===== config.mk =====
export PLATFORM = sky130hd
export DESIGN_NAME = qea_state_reader
export DESIGN_NICKNAME = d
export VERILOG_FILES = /design/src/rtl/qea_pkg.sv /design/src/rtl/qea_word_unpacker.sv /design/src/rtl/qea_state_reader.sv
export SDC_FILE = /design/constraint.sdc
export NUM_CORES = 1
export LEC_CHECK = 0
export CAP_MARGIN = 20
export CORE_ASPECT_RATIO = 1.4
export CORE_MARGIN = 2
export CORE_UTILIZATION = 45
export CTS_BUF_LIST = sky130_fd_sc_hd__clkbuf_2
export DETAILED_ROUTE_END_ITERATION = 6
export PLACE_DENSITY = 0.88
export SYNTH_ARGS = -nofsm -noshare
export SYNTH_HDL_FRONTEND = slang
export SYNTH_SLANG_ARGS = --single-unit
export TNS_END_PERCENT = 20

===== constraint.sdc =====
create_clock -name clk -period 2.6 [get_ports clk]
set_input_delay 0.26 -clock clk [delete_from_list [all_inputs] [get_ports clk]]
set_output_delay 0.26 -clock clk [all_outputs]
set_load 0.05 [all_outputs]

===== src/rtl/qea_pkg.sv =====
// Shared definitions for the QEA state-RAM readback path: default widths,
// the complex amplitude layout and the reader FSM state encoding.
package qea_pkg;

  localparam int QEA_PE_NUM_WIDTH     = 2;
  localparam int QEA_PE_NUM           = 1 << QEA_PE_NUM_WIDTH;
  localparam int QEA_DATA_WIDTH       = 32;
  localparam int QEA_STATE_DATA_WIDTH = 2 * QEA_DATA_WIDTH;
  localparam int QEA_STATE_ADDR_WIDTH = 16;
  localparam int QEA_MAX_QBIT_WIDTH   = 6;

  // One complex amplitude, real part in the upper half (Q2.30 each)
  typedef struct packed {
    logic [QEA_DATA_WIDTH-1:0] re;
    logic [QEA_DATA_WIDTH-1:0] im;
  } amp_t;

  typedef enum logic [2:0] {
    ST_IDLE = 3'd0,
    ST_REQ  = 3'd1,
    ST_WAIT = 3'd2,
    ST_SEND = 3'd3,
    ST_DONE = 3'd4
  } rd_state_e;

endpackage


===== src/rtl/qea_word_unpacker.sv =====
// Holds one captured state-RAM word and selects a single amplitude lane from it.
// Lane 0 is the most significant slice of the word.
module qea_word_unpacker #(
  parameter int LANES  = 4,
  parameter int LANE_W = 2,
  parameter int SDW    = 64
) (
  input  logic                   clk,
  input  logic                   rst,
  input  logic                   i_load,
  input  logic [LANES*SDW-1:0]   i_word,
  input  logic [LANE_W-1:0]      i_lane,
  output logic [SDW-1:0]         o_lane_data
);

  logic [LANES*SDW-1:0] word_q;
  logic [SDW-1:0]       lanes [LANES];

  always_ff @(posedge clk) begin
    if (rst) begin
      word_q <= '0;
    end else if (i_load) begin
      word_q <= i_word;
    end
  end

  for (genvar p = 0; p < LANES; p++) begin : g_lane
    assign lanes[p] = word_q[(LANES-p)*SDW-1 -: SDW];
  end

  assign o_lane_data = lanes[i_lane];

endmodule


===== src/rtl/qea_state_reader.sv =====
// Sweeps the QEA state RAM after a run and streams every amplitude out in
// ascending basis-index order over a valid/ready interface.
//
//   state | meaning
//   IDLE  | waiting for i_start; out-of-range qubit count pulses o_err
//   REQ   | one-cycle state-RAM read of word addr
//   WAIT  | RD_LATENCY cycles for read data, then capture the word
//   SEND  | present lane by lane; next word or DONE after the last lane
//   DONE  | one-cycle o_done, back to IDLE
module qea_state_reader
  import qea_pkg::*;
#(
  parameter int PE_NUM_WIDTH     = QEA_PE_NUM_WIDTH,
  parameter int PE_NUM           = 1 << PE_NUM_WIDTH,
  parameter int DATA_WIDTH       = QEA_DATA_WIDTH,
  parameter int STATE_DATA_WIDTH = 2 * DATA_WIDTH,
  parameter int STATE_ADDR_WIDTH = QEA_STATE_ADDR_WIDTH,
  parameter int MAX_QBIT_WIDTH   = QEA_MAX_QBIT_WIDTH,
  parameter int RD_LATENCY       = 1
) (
  input  logic                                   clk,
  input  logic                                   rst,
  input  logic                                   i_start,
  input  logic [MAX_QBIT_WIDTH-1:0]              i_qbit_num,
  output logic                                   o_busy,
  output logic                                   o_done,
  output logic                                   o_err,
  output logic                                   o_state_ena,
  output logic                                   o_state_wea,
  output logic [STATE_ADDR_WIDTH-1:0]            o_state_addra,
  input  logic [PE_NUM*STATE_DATA_WIDTH-1:0]     i_state_dout,
  output logic                                   o_amp_valid,
  input  logic                                   i_amp_ready,
  output logic [STATE_DATA_WIDTH-1:0]            o_amp_data,
  output logic [STATE_ADDR_WIDTH+PE_NUM_WIDTH-1:0] o_amp_idx,
  output logic                                   o_amp_last
);

  localparam int SAW = STATE_ADDR_WIDTH;
  localparam int PW  = PE_NUM_WIDTH;
  localparam int MQW = MAX_QBIT_WIDTH;
  localparam logic [MQW-1:0] Q_MAX    = MQW'(SAW + PW);
  localparam logic [MQW-1:0] Q_LANE   = MQW'(PW);
  localparam logic [1:0]     LAT_INIT = 2'(RD_LATENCY - 1);

  rd_state_e        state_q, state_d;
  logic [SAW-1:0]   addr_q, addr_d;
  logic [SAW-1:0]   last_addr_q, last_addr_d;
  logic [PW-1:0]    lane_q, lane_d;
  logic [PW-1:0]    last_lane_q, last_lane_d;
  logic [1:0]       lat_q, lat_d;
  logic             err_q, err_d;
  logic             load;

  always_ff @(posedge clk) begin
    if (rst) begin
      state_q     <= ST_IDLE;
      addr_q      <= '0;
      last_addr_q <= '0;
      lane_q      <= '0;
      last_lane_q <= '0;
      lat_q       <= '0;
      err_q       <= 1'b0;
    end else begin
      state_q     <= state_d;
      addr_q      <= addr_d;
      last_addr_q <= last_addr_d;
      lane_q      <= lane_d;
      last_lane_q <= last_lane_d;
      lat_q       <= lat_d;
      err_q       <= err_d;
    end
  end

  always_comb begin
    state_d     = state_q;
    addr_d      = addr_q;
    last_addr_d = last_addr_q;
    lane_d      = lane_q;
    last_lane_d = last_lane_q;
    lat_d       = lat_q;
    err_d       = 1'b0;
    load        = 1'b0;
    case (state_q)
      ST_IDLE: begin
        if (i_start) begin
          if (i_qbit_num > Q_MAX) begin
            err_d = 1'b1;
          end else begin
            addr_d = '0;
            lane_d = '0;
            // Last word is 2**(q-PW)-1; below one full word only lanes 0..2**q-1 exist
            if (i_qbit_num > Q_LANE) last_addr_d = {SAW{1'b1}} >> (Q_MAX - i_qbit_num);
            else                     last_addr_d = '0;
            if (i_qbit_num < Q_LANE) last_lane_d = {PW{1'b1}} >> (Q_LANE - i_qbit_num);
            else                     last_lane_d = '1;
            state_d = ST_REQ;
          end
        end
      end
      ST_REQ: begin
        lat_d   = LAT_INIT;
        state_d = ST_WAIT;
      end
      ST_WAIT: begin
        if (lat_q == 2'd0) begin
          load    = 1'b1;
          state_d = ST_SEND;
        end else begin
          lat_d = lat_q - 2'd1;
        end
      end
      ST_SEND: begin
        if (i_amp_ready) begin
          if (lane_q == last_lane_q) begin
            lane_d = '0;
            if (addr_q == last_addr_q) begin
              state_d = ST_DONE;
            end else begin
              addr_d  = addr_q + SAW'(1);
              state_d = ST_REQ;
            end
          end else begin
            lane_d = lane_q + PW'(1);
          end
        end
      end
      ST_DONE: state_d = ST_IDLE;
      default: state_d = ST_IDLE;
    endcase
  end

  qea_word_unpacker #(
    .LANES  (PE_NUM),
    .LANE_W (PW),
    .SDW    (STATE_DATA_WIDTH)
  ) u_unpacker (
    .clk         (clk),
    .rst         (rst),
    .i_load      (load),
    .i_word      (i_state_dout),
    .i_lane      (lane_q),
    .o_lane_data (o_amp_data)
  );

  assign o_busy        = (state_q == ST_REQ) || (state_q == ST_WAIT) || (state_q == ST_SEND);
  assign o_done        = (state_q == ST_DONE);
  assign o_err         = err_q;
  assign o_state_ena   = (state_q == ST_REQ);
  assign o_state_wea   = 1'b0;
  assign o_state_addra = addr_q;
  assign o_amp_valid   = (state_q == ST_SEND);
  assign o_amp_idx     = {addr_q, lane_q};
  assign o_amp_last    = (state_q == ST_SEND) && (addr_q == last_addr_q) && (lane_q == last_lane_q);

endmodule


After elaboration in Yosys (flattened, before gate mapping)
Index checks and enable logic that the tools add are counted.
{ "op_classes": {"n_mul": 0, "bitwise_logic": 4, "shifts": 2, "eq_ne": 13, "n_mux": 28, "add_sub_neg": 5, "div_mod_pow": 0, "n_lt_le_gt_ge": 4, "n_reduce_logical": 14} }
{ "op_table": {"columns": ["op", "n"], "rows": [
  ["binary-select mux 64 bit (select 2 bit)", 1],
  ["two-way mux 64 bit", 2],
  ["two-way mux 16 bit", 6],
  ["case mux 16 bit (2 select lines)", 1],
  ["two-way mux 3 bit", 6],
  ["adder 16 x 1 -> 16 bit (second input constant)", 1],
  ["== test 16 bit", 1],
  [">> shifter 16 x 6 -> 16 bit (first input constant)", 1],
  ["two-way mux 2 bit", 6],
  ["case mux 3 bit (4 select lines)", 1],
  ["!= test 2 bit (second input constant)", 5],
  ["case mux 2 bit (2 select lines)", 2],
  ["== test 3 x 2 -> 1 bit (second input constant)", 2],
  ["greater-than comparator 6 x 2 -> 1 bit (second input constant)", 1],
  ["greater-than comparator 6 x 5 -> 1 bit (second input constant)", 1],
  ["< comparator 6 x 2 -> 1 bit (second input constant)", 1],
  ["AND reduction 6 bit", 1],
  [">> shifter 2 x 6 -> 2 bit (first input constant)", 1],
  ["subtractor 2 x 6 -> 6 bit (first input constant)", 1],
  ["subtractor 5 x 6 -> 6 bit (first input constant)", 1],
  ["AND reduction 5 bit", 1],
  ["!= test 2 x 1 -> 1 bit (second input constant)", 2],
  ["AND reduction 4 bit", 1],
  ["nonzero test 2 bit", 2],
  ["16 further kinds", 22]
]} }
{ "word_totals": {"latchBits": 0, "memories": 0, "input_bits": 266, "ramBits": 0, "mem_bits_ro": 0, "output_inout_bits": 105, "regBits": 298} }

Depth between registers and ports, before layout
Gate-level depths: netlist of the first run.
{ "depth": {"ltp_word": 5, "ltp_mapped": 8} }

Modules after synthesis
Synthesis of the first run repeated with hierarchy kept, for this count alone.
{ "hier_totals": {"cells_unflattened": 1208, "area_unflattened_um2": 13116.3} }
{ "modules_own_cells": {"columns": ["mod", "cells_each", "seq_area_each_um2", "instances", "area_each_um2"], "rows": [
  ["qea_word_unpacker", 903, 5124.9, 1, 10580.1],
  ["qea_state_reader", 305, 840.8, 1, 2536.2]
]} }

Worst setup path before layout of the first run
OpenSTA, ideal clock, no wires.
{ "synth_timing": {"path_kind": "register to output", "start": "register addr_q[3], in the netlist o_state_addra[3]", "end": "output o_amp_last", "setup_slack_ns": -0.234, "n_path_buf": 3, "path_stages_with_launch": 8, "arrival_ns": 2.574, "t_required_ns": 2.340, "cell_sequence": "dfxtp_1 -> clkbuf_1 -> xnor2_1 -> nand4_1 -> nor4_1 -> buf_2 -> buf_2 -> and3_1"} }
{ "synth_between": {"elab_chain_len": 3} }
{ "synth_lines": {"columns": ["element", "line_no", "text"], "rows": [
  ["start: declaration", "qea_state_reader.sv:47", "logic [SAW-1:0] addr_q, addr_d;"],
  ["start signal: assignment", "qea_state_reader.sv:66", "addr_q <= addr_d;"],
  ["== test 16 bit", "qea_state_reader.sv:154", "assign o_amp_last = (state_q == ST_SEND) && (addr_q == last_addr_q) && (lane_q == last_lane_q);"],
  ["logical AND 1 bit (2 in a row)", "qea_state_reader.sv:154", null],
  ["end: declaration", "qea_state_reader.sv:36", "output logic o_amp_last"]
]} }
No other way between the ends.

Worst setup path after layout of the first run
{ "layout_timing": {"start": "register lane_q[1]", "end": "output o_amp_data[7]"} }
{ "layout_between": {"elab_chain_len": 4} }
{ "layout_lines": {"columns": ["element", "line_no", "text"], "rows": [
  ["start: declaration", "qea_state_reader.sv:49", "logic [PW-1:0] lane_q, lane_d;"],
  ["start signal: assignment", "qea_state_reader.sv:68", "lane_q <= lane_d;"],
  ["NOT 2 -> 3 bit (implied by the code)", "qea_word_unpacker.sv:31", "assign o_lane_data = lanes[i_lane];"],
  ["binary-select mux 64 bit (select 2 bit)", "qea_word_unpacker.sv:31", null],
  ["two-way mux 64 bit (implied by the code) (2 in a row)", "qea_word_unpacker.sv:31", null],
  ["end: declaration", "qea_state_reader.sv:34", "output logic [STATE_DATA_WIDTH-1:0] o_amp_data,"]
]} }
No other way between the ends. The select of a mux whose other input is x is not followed.

==> impl_results.md, run 1 <==
* Antenna viol nets, final at 0
* Final TNS setup at -5.18 ns
* Clock Tree Buf Depth at 3
* DRC at 0
* Outcome: complete, but fails checks
* GRT Total Usage at a little over a third
* Peak supply drop at 394 uV
* Critical setup path kind: reg -> out
* Worst skew pair latency at about 0.98 ns
* Worst-path cell chain: buf_12 > buf_16 > buf_4 > mux4_2 > dlygate4sd2_1
* Synth top area cells: dfxtp_1 (47%), nand2_1 (16%), mux4_2 (11%)
* Most used DFF post-synth: dfxtp_1
* Vert. Die Dim at 202 um
* FILL cells at approximately 1600
* Crit-path max FO at 8
* Max-cap viol count at 0
* Required @ worst endpoint at about 2.3 ns
* Failing checks: negative setup slack
* Final Critical Period at around 2.8 ns
* Initial antenna violation count at 11
* Die width at about 150 um
* Clock Sinks at between 200 and 300
* RSZ-0062 raised after global routing: yes
* Place WS at about 0.021 ns
* Number of core rows at approximately 70
* Total Routed Length at ~56000 um
* Total clock buffers created by CTS at 71
* Pleak at 7.49 nW
* Register area share after synthesis at between 40% and 50%
* Seq cells post-synth at slightly below 300
* Top post-synthesis cells by count: nand2_1 (545), dfxtp_1 (298), a21oi_1 (276)
* Post-route clock period utilization at 106%
* Core ar. at roughly 28000 um2
* Max_slew headroom at between 20% and 30%
* Vias at 15033
* PwrDens at approximately 600 nW/um2
* CP max-delay cell: dlygate4sd2_1
* HP Class: in -> reg
* Number of synthesized flops with an enable pin at 0
* Endpoint class of the critical path: output port
* Synthesized area at roughly 13000 um2
* Library cells used by synthesis at 58
* Clk root buf: clkbuf_2
* Post-Syn Nets at between 1500 and 2000
* Die Footprint at a little under 30000 um2
* Worst slew pin tran at ~1.1 ns
* First-pass GRT wire length at 84400 um
* Initial Util at 45.7%
* YS warnings at 0
* Io pins at between 300 and 400
* Pin count of the biggest net entering global routing at ~130
* Async set-reset flop share out of synthesis at 0%
* Fraction of layout cells with a size suffix above 1 at around 15%
* H-Tree Depth at 3
* Clk slew on worst S/H paths at ~0.09 ns
* IO Port Bufs at about 370
* Vias per cell at between 5 and 6
* Final setup margin at -0.155 ns
* Crit path buf inv count at 4
* Final setup fails at 58
* Drt pass-1 iters at 6
* Final setup skew at approximately 0.074 ns
* Mean Syn Cell Area at around 8.5 um2
* Layout area overhead at 61.0%
* Final Slew Violations at 0
* Finished layout cell area at about 20000 um2
* Placement Cell Area at 16600 um2
* Total grt overflow at 0
* Number of global-route vias before repair at roughly 16000
* CP peak stage delay at about 0.58 ns
* Routed len/inst at 21.9 um
* Max frequency at roughly 360 MHz
* Layout net count at between 2000 and 2500
* Count leader, synth: nand2_1
* Synth Instances at approximately 1500
* CTS tree: built
* Share of the synthesized area in the top cell type at 47.2%
* Top Family by Delay on Critical Path: buffers and inverters
* Startpoint Class: flop
* Gpl congestion at between 0.9 and 1
* CP arrival at roughly 2.5 ns
* Final Hold Viols at 0
* Post-synth top area cell: dfxtp_1
* 1st-iter DRT viols at approximately 1300
* Final core utilization at between 70% and 80%
* Post-Layout Cell Count at between 2000 and 3000
* Placed insts at ~2100
* HPWL Detailed at roughly 28000 um
area by class of cell:
class | instances | area, um2 | area share [%]
diodes | 12 | 30.0 | 0.148
clock buffers | 96 | 480 | 2.36
clock inverters | 24 | 149 | 0.732
inverters | 9 | 33.8 | 0.166
multi-input cells | 1052 | 6090 | 29.9
flip-flops and latches | 298 | 6000 | 29.5
well taps | 370 | 463 | 2.28
repair buffers | 686 | 7100 | 34.9
flip-flops by register name (all words and copies together), names as in the netlist:
name,cells
lat_q,2
lane_q,2
last_addr_q,16
o_state_addra,16
state_q,3
last_lane_q,2
u_unpacker.lanes,256
o_err,1
per-stage QoR:
| stage | power, mW | hold WS, ns |
|---|---|---|
| after global routing | 12.6 | 0.0796 |
| after floorplan | 7.14 | 0.396 |
| after CTS | 11.7 | 0.0526 |
| final | 12.2 | 0.112 |
| after detailed placement | 8.28 | 0.445 |
| after global placement | 8.18 | 0.438 |
worst reg2reg max path, delay by kind of cell, from the launching register on:
kind | cells | cell delay [ns]
buf+inv | 3 | 1.09
simple gates | 3 | 0.74
flops | 1 | 0.36
fa+ha+maj | 1 | 0.29
compound gates | 1 | 0.13
where the power goes:
part | switching (mW) | internal (mW)
Sequential | 0.345 | 5.03
Combinational | 2.03 | 1.47
Clock | 2.09 | 1.20
Total | 4.47 | 7.70
what timing repair did:
action / 4_1_cts / 5_1_grt
setup buffers: 9 / 8
hold buffers: 258 / 0
gates cloned: 4 / 1
resized for setup: 157 / 26
endpoints found under the setup margin: 82 / 73
endpoints found under the hold margin: 268 / 0
pin swaps: 0 / 2
metal layers:
metal  global-route usage [%]  vias up  wire length, um
met2                     63.3     1287            27600
li1                         -     6361                -
met4                     33.8        4             5900
met5                        0        -               27
met3                     11.0      501             5080
met1                     34.2     6880            17000
final timing paths:
| check | from | end | slack (ns) | depth (start not counted) |
|---|---|---|---|---|
| worst max-delay path | lane_q[1] | o_amp_data[7] | -0.16 | 5 |
| worst min register to register | u_unpacker.lanes[134] | u_unpacker.lanes[134] | 0.46 | 2 |
| worst min-delay path | i_qbit_num[0] | last_addr_q[15] | 0.11 | 3 |
| worst max register to register | lat_q[0] | u_unpacker.lanes[147] | -0.02 | 8 |
cells in the final DEF, fill, tap and decap left out, types with 3 or more instances in the layout:
master,instances
nor3_1,6
xnor2_1,18
o31ai_1,6
or4_1,6
nor2_1,15
nand2_1,545
inv_2,4
a21oi_1,276
buf_6,45
a21o_1,3
dfxtp_2,15
a22o_1,3
clkbuf_2,97
buf_16,6
dlygate4sd2_1,19
dfxtp_4,4
buf_8,7
clkdlybuf4s50_1,295
and3_1,3
buf_12,14
o21ai_0,17
nand3_1,12
or3_1,10
mux4_2,64
diode_2,12
inv_1,9
clkinv_1,15
xor2_1,4
dlygate4sd3_1,258
o211ai_1,4
nand4_1,11
dfxtp_1,279
ha_1,4
buf_4,36
kinds of logic after synthesis:
kind of cell    after synthesis  synth area share [%]
compound gates              330                  14.0
xor+xnor                     23                  1.59
fa+ha+maj                     4                 0.396
buf+inv                     145                  4.99
flops                       298                  47.2
mux                          66                  11.6
other cells                   1                0.0297
simple gates                628                  20.2
Power figures use the tool's default switching activity.
==> inputs of run 2 (changes only) <==
--- a/config.mk
+++ b/config.mk
@@ -11,6 +11,7 @@
 export CORE_UTILIZATION = 45
 export CTS_BUF_LIST = sky130_fd_sc_hd__clkbuf_2
 export DETAILED_ROUTE_END_ITERATION = 6
+export MAX_ROUTING_LAYER = met4
 export PLACE_DENSITY = 0.88
 export SYNTH_ARGS = -nofsm -noshare
 export SYNTH_HDL_FRONTEND = slang
==> impl_results.md, run 2 (synthesis results as in run 1) <==
* Reg area at 6010 um2
* Total clock buffers created by CTS at slightly above 70
* Number of core rows at 72
* Total grt overflow at 0
* HP Class: in -> reg
* Drt pass-1 iters at 7
* IO Port Bufs at around 370
* Pleak at between 7 and 8 nW
* Peak supply drop at about 520 uV
* H-Tree Depth at 3
* Max-cap viol count at 0
* RSZ-0062 raised after global routing: yes
* Fraction of layout cells with a size suffix above 1 at ~15%
* CP arrival at between 2 and 2.5 ns
* Die Footprint at roughly 29000 um2
* Layout net count at about 2400
* Clock Tree Buf Depth at 3
* Most frequent cells in the layout: nand2_1 (545), clkdlybuf4s50_1 (290), dfxtp_1 (279)
* WHS at approximately 0.096 ns
* Number of global-route vias before repair at roughly 16000
* Io pins at between 300 and 400
* Required @ worst endpoint at 2.34 ns
* Initial antenna violation count at 6
* Post-route clock period utilization at 102%
* HPWL Detailed at 26900 um
* Vias per cell at roughly 6
* Outcome: complete, but fails checks
* Total Routed Length at 55400 um
* Pin count of the biggest net entering global routing at about 130
* Crit-path max FO at 2
* FILL cells at about 1700
* Antenna viol nets, final at 0
* Place WS at ~0.029 ns
* Core ar. at roughly 28000 um2
* Gpl congestion at roughly 0.93
* Most common cell after layout, fill and taps aside: nand2_1
* Die width at around 150 um
* Final setup skew at ~0.11 ns
* Clk root buf: clkbuf_2
* Design Power at 12.3 mW
* PwrDens at 607 nW/um2
* Final Critical Period at about 2.7 ns
* Initial Util at between 40 and 50%
* Multi-input logic area at around 6000 um2
* First-pass GRT wire length at 82800 um
* Final core utilization at about 73%
* Clk slew on worst S/H paths at approximately 0.12 ns
* Critical setup path kind: reg -> out
* 1st-iter DRT viols at ~1400
* Final setup margin at -0.0587 ns
* Final Hold Viols at 0
* CP max-delay cell: nor4_4
* DRC at 6
* Final Slew Violations at 0
* Vert. Die Dim at 202 um
* Max frequency at 376 MHz
* Routed len/inst at roughly 22 um
* Final TNS setup at -0.319 ns
* GRT Total Usage at 37.1%
* Vias at around 15000
* Layout area overhead at 59.7%
* Worst slew pin tran at ~1.1 ns
* Worst-path cell chain: xnor2_1 > nand4_1 > nor4_4 > and3_4 > buf_12
* Max reg flops at between 200 and 300
* Clock Sinks at between 200 and 300
* Failing checks: design-rule violations, negative setup slack
* Worst skew pair latency at ~0.95 ns
* Startpoint Class: flop
* Endpoint class of the critical path: output port
* Final setup fails at 24
* Max_slew headroom at about 27%
* CP peak stage delay at 0.40 ns
* CTS tree: built
run 2: where the power goes:
part           leakage, nW  total [mW]  switching, mW  internal [mW]
clock network        0.508        3.36           2.08           1.28
registers             2.43        5.38          0.348           5.03
logic                 4.57        3.51           2.04           1.47
total                 7.51        12.3           4.47           7.78
run 2: final cells by class:
cell class,instances,share of cell area (%)
clock buffer,107,2.65
clock inverter,18,0.614
sequential,298,29.8
antenna,7,0.0868
timing repair buffer,678,34.2
inverter,9,0.167
tap,370,2.29
multi-input combinational,1052,30.2
run 2: worst max-delay path: cells and delay by family, from the launching register on:
kind          cells  cell delay, ns
flops             1            0.36
xor+xnor          1            0.15
buf+inv           1            0.13
simple gates      3            0.83
run 2: layer usage:
metal	vias up	global-route usage [%]	wire length, um
li1	6331	-	-
met1	6867	34.4	17700
met2	1219	64.0	27900
met3	452	9.14	4540
met4	0	31.1	5260
met5	-	-	0
run 2: stage by stage:
stage	std cells	instance area, um2
floorplan	1495	12600
global route	2538	20200
finish	2539	20200
detailed placement	2136	16600
global placement	2136	16600
CTS	2522	20000
run 2: worst paths after layout:
kind                                      startpoint              endpoint  slack [ns]  cells past startpoint
worst max-delay path                 last_addr_q[11]            o_amp_last       -0.06                      5
worst min-delay path                   i_qbit_num[0]       last_addr_q[15]         0.1                      3
worst max register to register              lat_q[0]  u_unpacker.lanes[66]        0.22                      8
worst min register to register  u_unpacker.lanes[60]  u_unpacker.lanes[60]        0.46                      2
run 2: repair_timing:
action / in CTS / in global routing
pin swaps: 1 / 6
hold buffers: 257 / 0
endpoints found under the hold margin: 276 / 0
setup buffers: 4 / 6
gates resized for setup: 111 / 83
endpoints found under the setup margin: 75 / 72
gates cloned: 0 / 3
==> inputs of run 3 (changes only) <==
--- a/config.mk
+++ b/config.mk
@@ -7,7 +7,7 @@
 export LEC_CHECK = 0
 export CAP_MARGIN = 20
 export CORE_ASPECT_RATIO = 1.4
-export CORE_MARGIN = 2
+export CORE_MARGIN = 1
 export CORE_UTILIZATION = 45
 export CTS_BUF_LIST = sky130_fd_sc_hd__clkbuf_2
 export DETAILED_ROUTE_END_ITERATION = 6
==> impl_results.md, run 3 (synthesis results as in run 1) <==
* Clk slew on worst S/H paths at between 0.1 and 0.15 ns
* P_sw at 4.51 mW
* Pin count of the biggest net entering global routing at 140
* Clock Sinks at approximately 300
* Vias at 15111
* Final Slew Violations at 0
* PwrDens at ~610 nW/um2
* Die width at 144 um
* First-pass GRT wire length at about 84000 um
* Clock Tree Buf Depth at 3
* Switching share of power at around 37%
* Max frequency at 369 MHz
* Io pins at between 300 and 400
* CP max-delay cell: dfxtp_1
* Worst slew pin tran at ~1.0 ns
* Antenna viol nets, final at 0
* Initial Util at 45.7%
* HPWL Detailed at between 20000 and 30000 um
* Vias per cell at roughly 5.9
* CP arrival at approximately 2.5 ns
* Startpoint Class: flop
* 1st-iter DRT viols at between 1000 and 1500
* CTS tree: built
* Outcome: complete, but fails checks
* Pleak at ~7.4 nW
* Number of core rows at 72
* Most frequent cells in the layout: nand2_1 (545), clkdlybuf4s50_1 (297), dfxtp_1 (277)
* Clk root buf: clkbuf_2
* Total grt overflow at 0
* Top Family by Delay on Critical Path: simple AND/OR/NAND/NOR gates
* Crit-path max FO at 3
* Final TNS setup at -1.42 ns
* Seq pwr share at 43.8%
* Max_slew headroom at between 30% and 40%
* Max-cap viol count at 0
* Final setup fails at 36
* Placement Cell Area at 16600 um2
* Fraction of layout cells with a size suffix above 1 at 15.9%
* RSZ-0062 raised after global routing: yes
* GRT Total Usage at 39.5%
* Final Critical Period at about 2.7 ns
* Failing checks: negative setup slack
* Initial antenna violation count at 10
* Layout net count at around 2400
* Vert. Die Dim at around 200 um
* Final setup skew at between 0.08 and 0.09 ns
* Final setup margin at -0.112 ns
* H-Tree Depth at 3
* Core ar. at between 20000 and 30000 um2
* IO Port Bufs at 369
* Clock power share at 27.3%
* Layout area overhead at 60.2%
* HP Class: in -> reg
* Crit path buf inv count at 1
* Drt pass-1 iters at 6
* CP peak stage delay at 0.41 ns
* Combinational share of power at about 29%
* Peak supply drop at 436 uV
* Finished layout cell area at slightly above 20000 um2
* Post-route clock period utilization at 104%
* Gpl congestion at slightly above 0.9
* Worst-path cell chain: xnor2_2 > nand4_1 > nor4_4 > and3_4 > buf_12
* Critical setup path kind: reg -> out
* Die Footprint at 28800 um2
* Routed len/inst at 21.9 um
* Total clock buffers created by CTS at a little over 70
* DRC at 0
* Most common cell after layout, fill and taps aside: nand2_1
* Max reg flops at between 200 and 300
* Required @ worst endpoint at approximately 2.3 ns
* Worst skew pair latency at 0.96 ns
* Number of global-route vias before repair at between 15000 and 20000
* Endpoint class of the critical path: output port
* Internal power at about 7.8 mW
* Total Routed Length at ~56000 um
* Final Hold Viols at 0
-- run 3: cell count changes in the layout (fill, tap and decap cells not counted), sizes merged --
| cell | change |
|---|---|
| dlymetal6s2s | -5 |
| buf | +18 |
| clkdlybuf4s15 | -3 |
| dlygate4sd2 | -3 |
| inv | +2 |
| clkdlybuf4s50 | +7 |
| clkinv | +1 |
| clkbuf | -11 |
| clkinvlp | +1 |
| diode | +6 |
-- run 3: per-stage QoR --
stage               util (%)  std cells  hold WS [ns]  power [mW]  setup slack (ns)
global placement        60.0       2138         0.438        8.17             0.148
CTS                     72.2       2522        0.0804        11.8            -0.229
global route            73.2       2550        0.0872        12.7            -0.293
floorplan                  -       1495         0.396        7.14            0.0278
detailed placement      60.0       2138         0.447        8.28            0.0821
finish                  73.2       2552         0.161        12.3            -0.112
-- run 3: timing repair --
action / 4_1_cts / 5_1_grt
cloned: 0 / 1
setup endpoints to repair: 79 / 71
hold buffers: 257 / 0
endpoints found under the hold margin: 275 / 0
resized for setup: 156 / 81
pin swaps: 0 / 6
setup buffers: 3 / 16
-- run 3: worst paths after layout --
kind	start	end	slack [ns]	depth (start not counted)
worst max register to register	lat_q[0]	u_unpacker.lanes[131]	0.09	8
worst min-delay path	i_amp_ready	state_q[2]	0.16	2
worst max-delay path	last_addr_q[9]	o_amp_last	-0.11	5
worst min register to register	u_unpacker.lanes[61]	u_unpacker.lanes[61]	0.46	2
-- run 3: final cells by class --
type                            instances  area (um2)
Inverter                                9        33.8
Sequential cell                       298        6020
Fill cell                            1647        7410
Tap cell                              370         463
Clock buffer                          102         510
Antenna cell                           13        32.5
Multi-Input combinational cell       1052        6120
Clock inverter                         22         145
Timing Repair Buffer                  686        6920
-- run 3: metal layers --
metal	GRT usage, %	share of wire, %	vias up
met3	10.4	9.2	453
met1	37.5	31	7033
met2	64.6	50	1264
li1	-	-	6361
met5	-	0	-
met4	35.3	9.1	0
-- run 3: power by group through the flow --
stage | registers (mW) | logic [mW] | clock network (mW)
6_report | 5.37 | 3.54 | 3.35
5_1_grt | 5.39 | 3.72 | 3.60
4_1_cts | 5.29 | 3.24 | 3.22
3_5_place_dp | 5.40 | 2.88 | 0
3_3_place_gp | 5.36 | 2.81 | 0
2_1_floorplan | 5.30 | 1.85 | 0
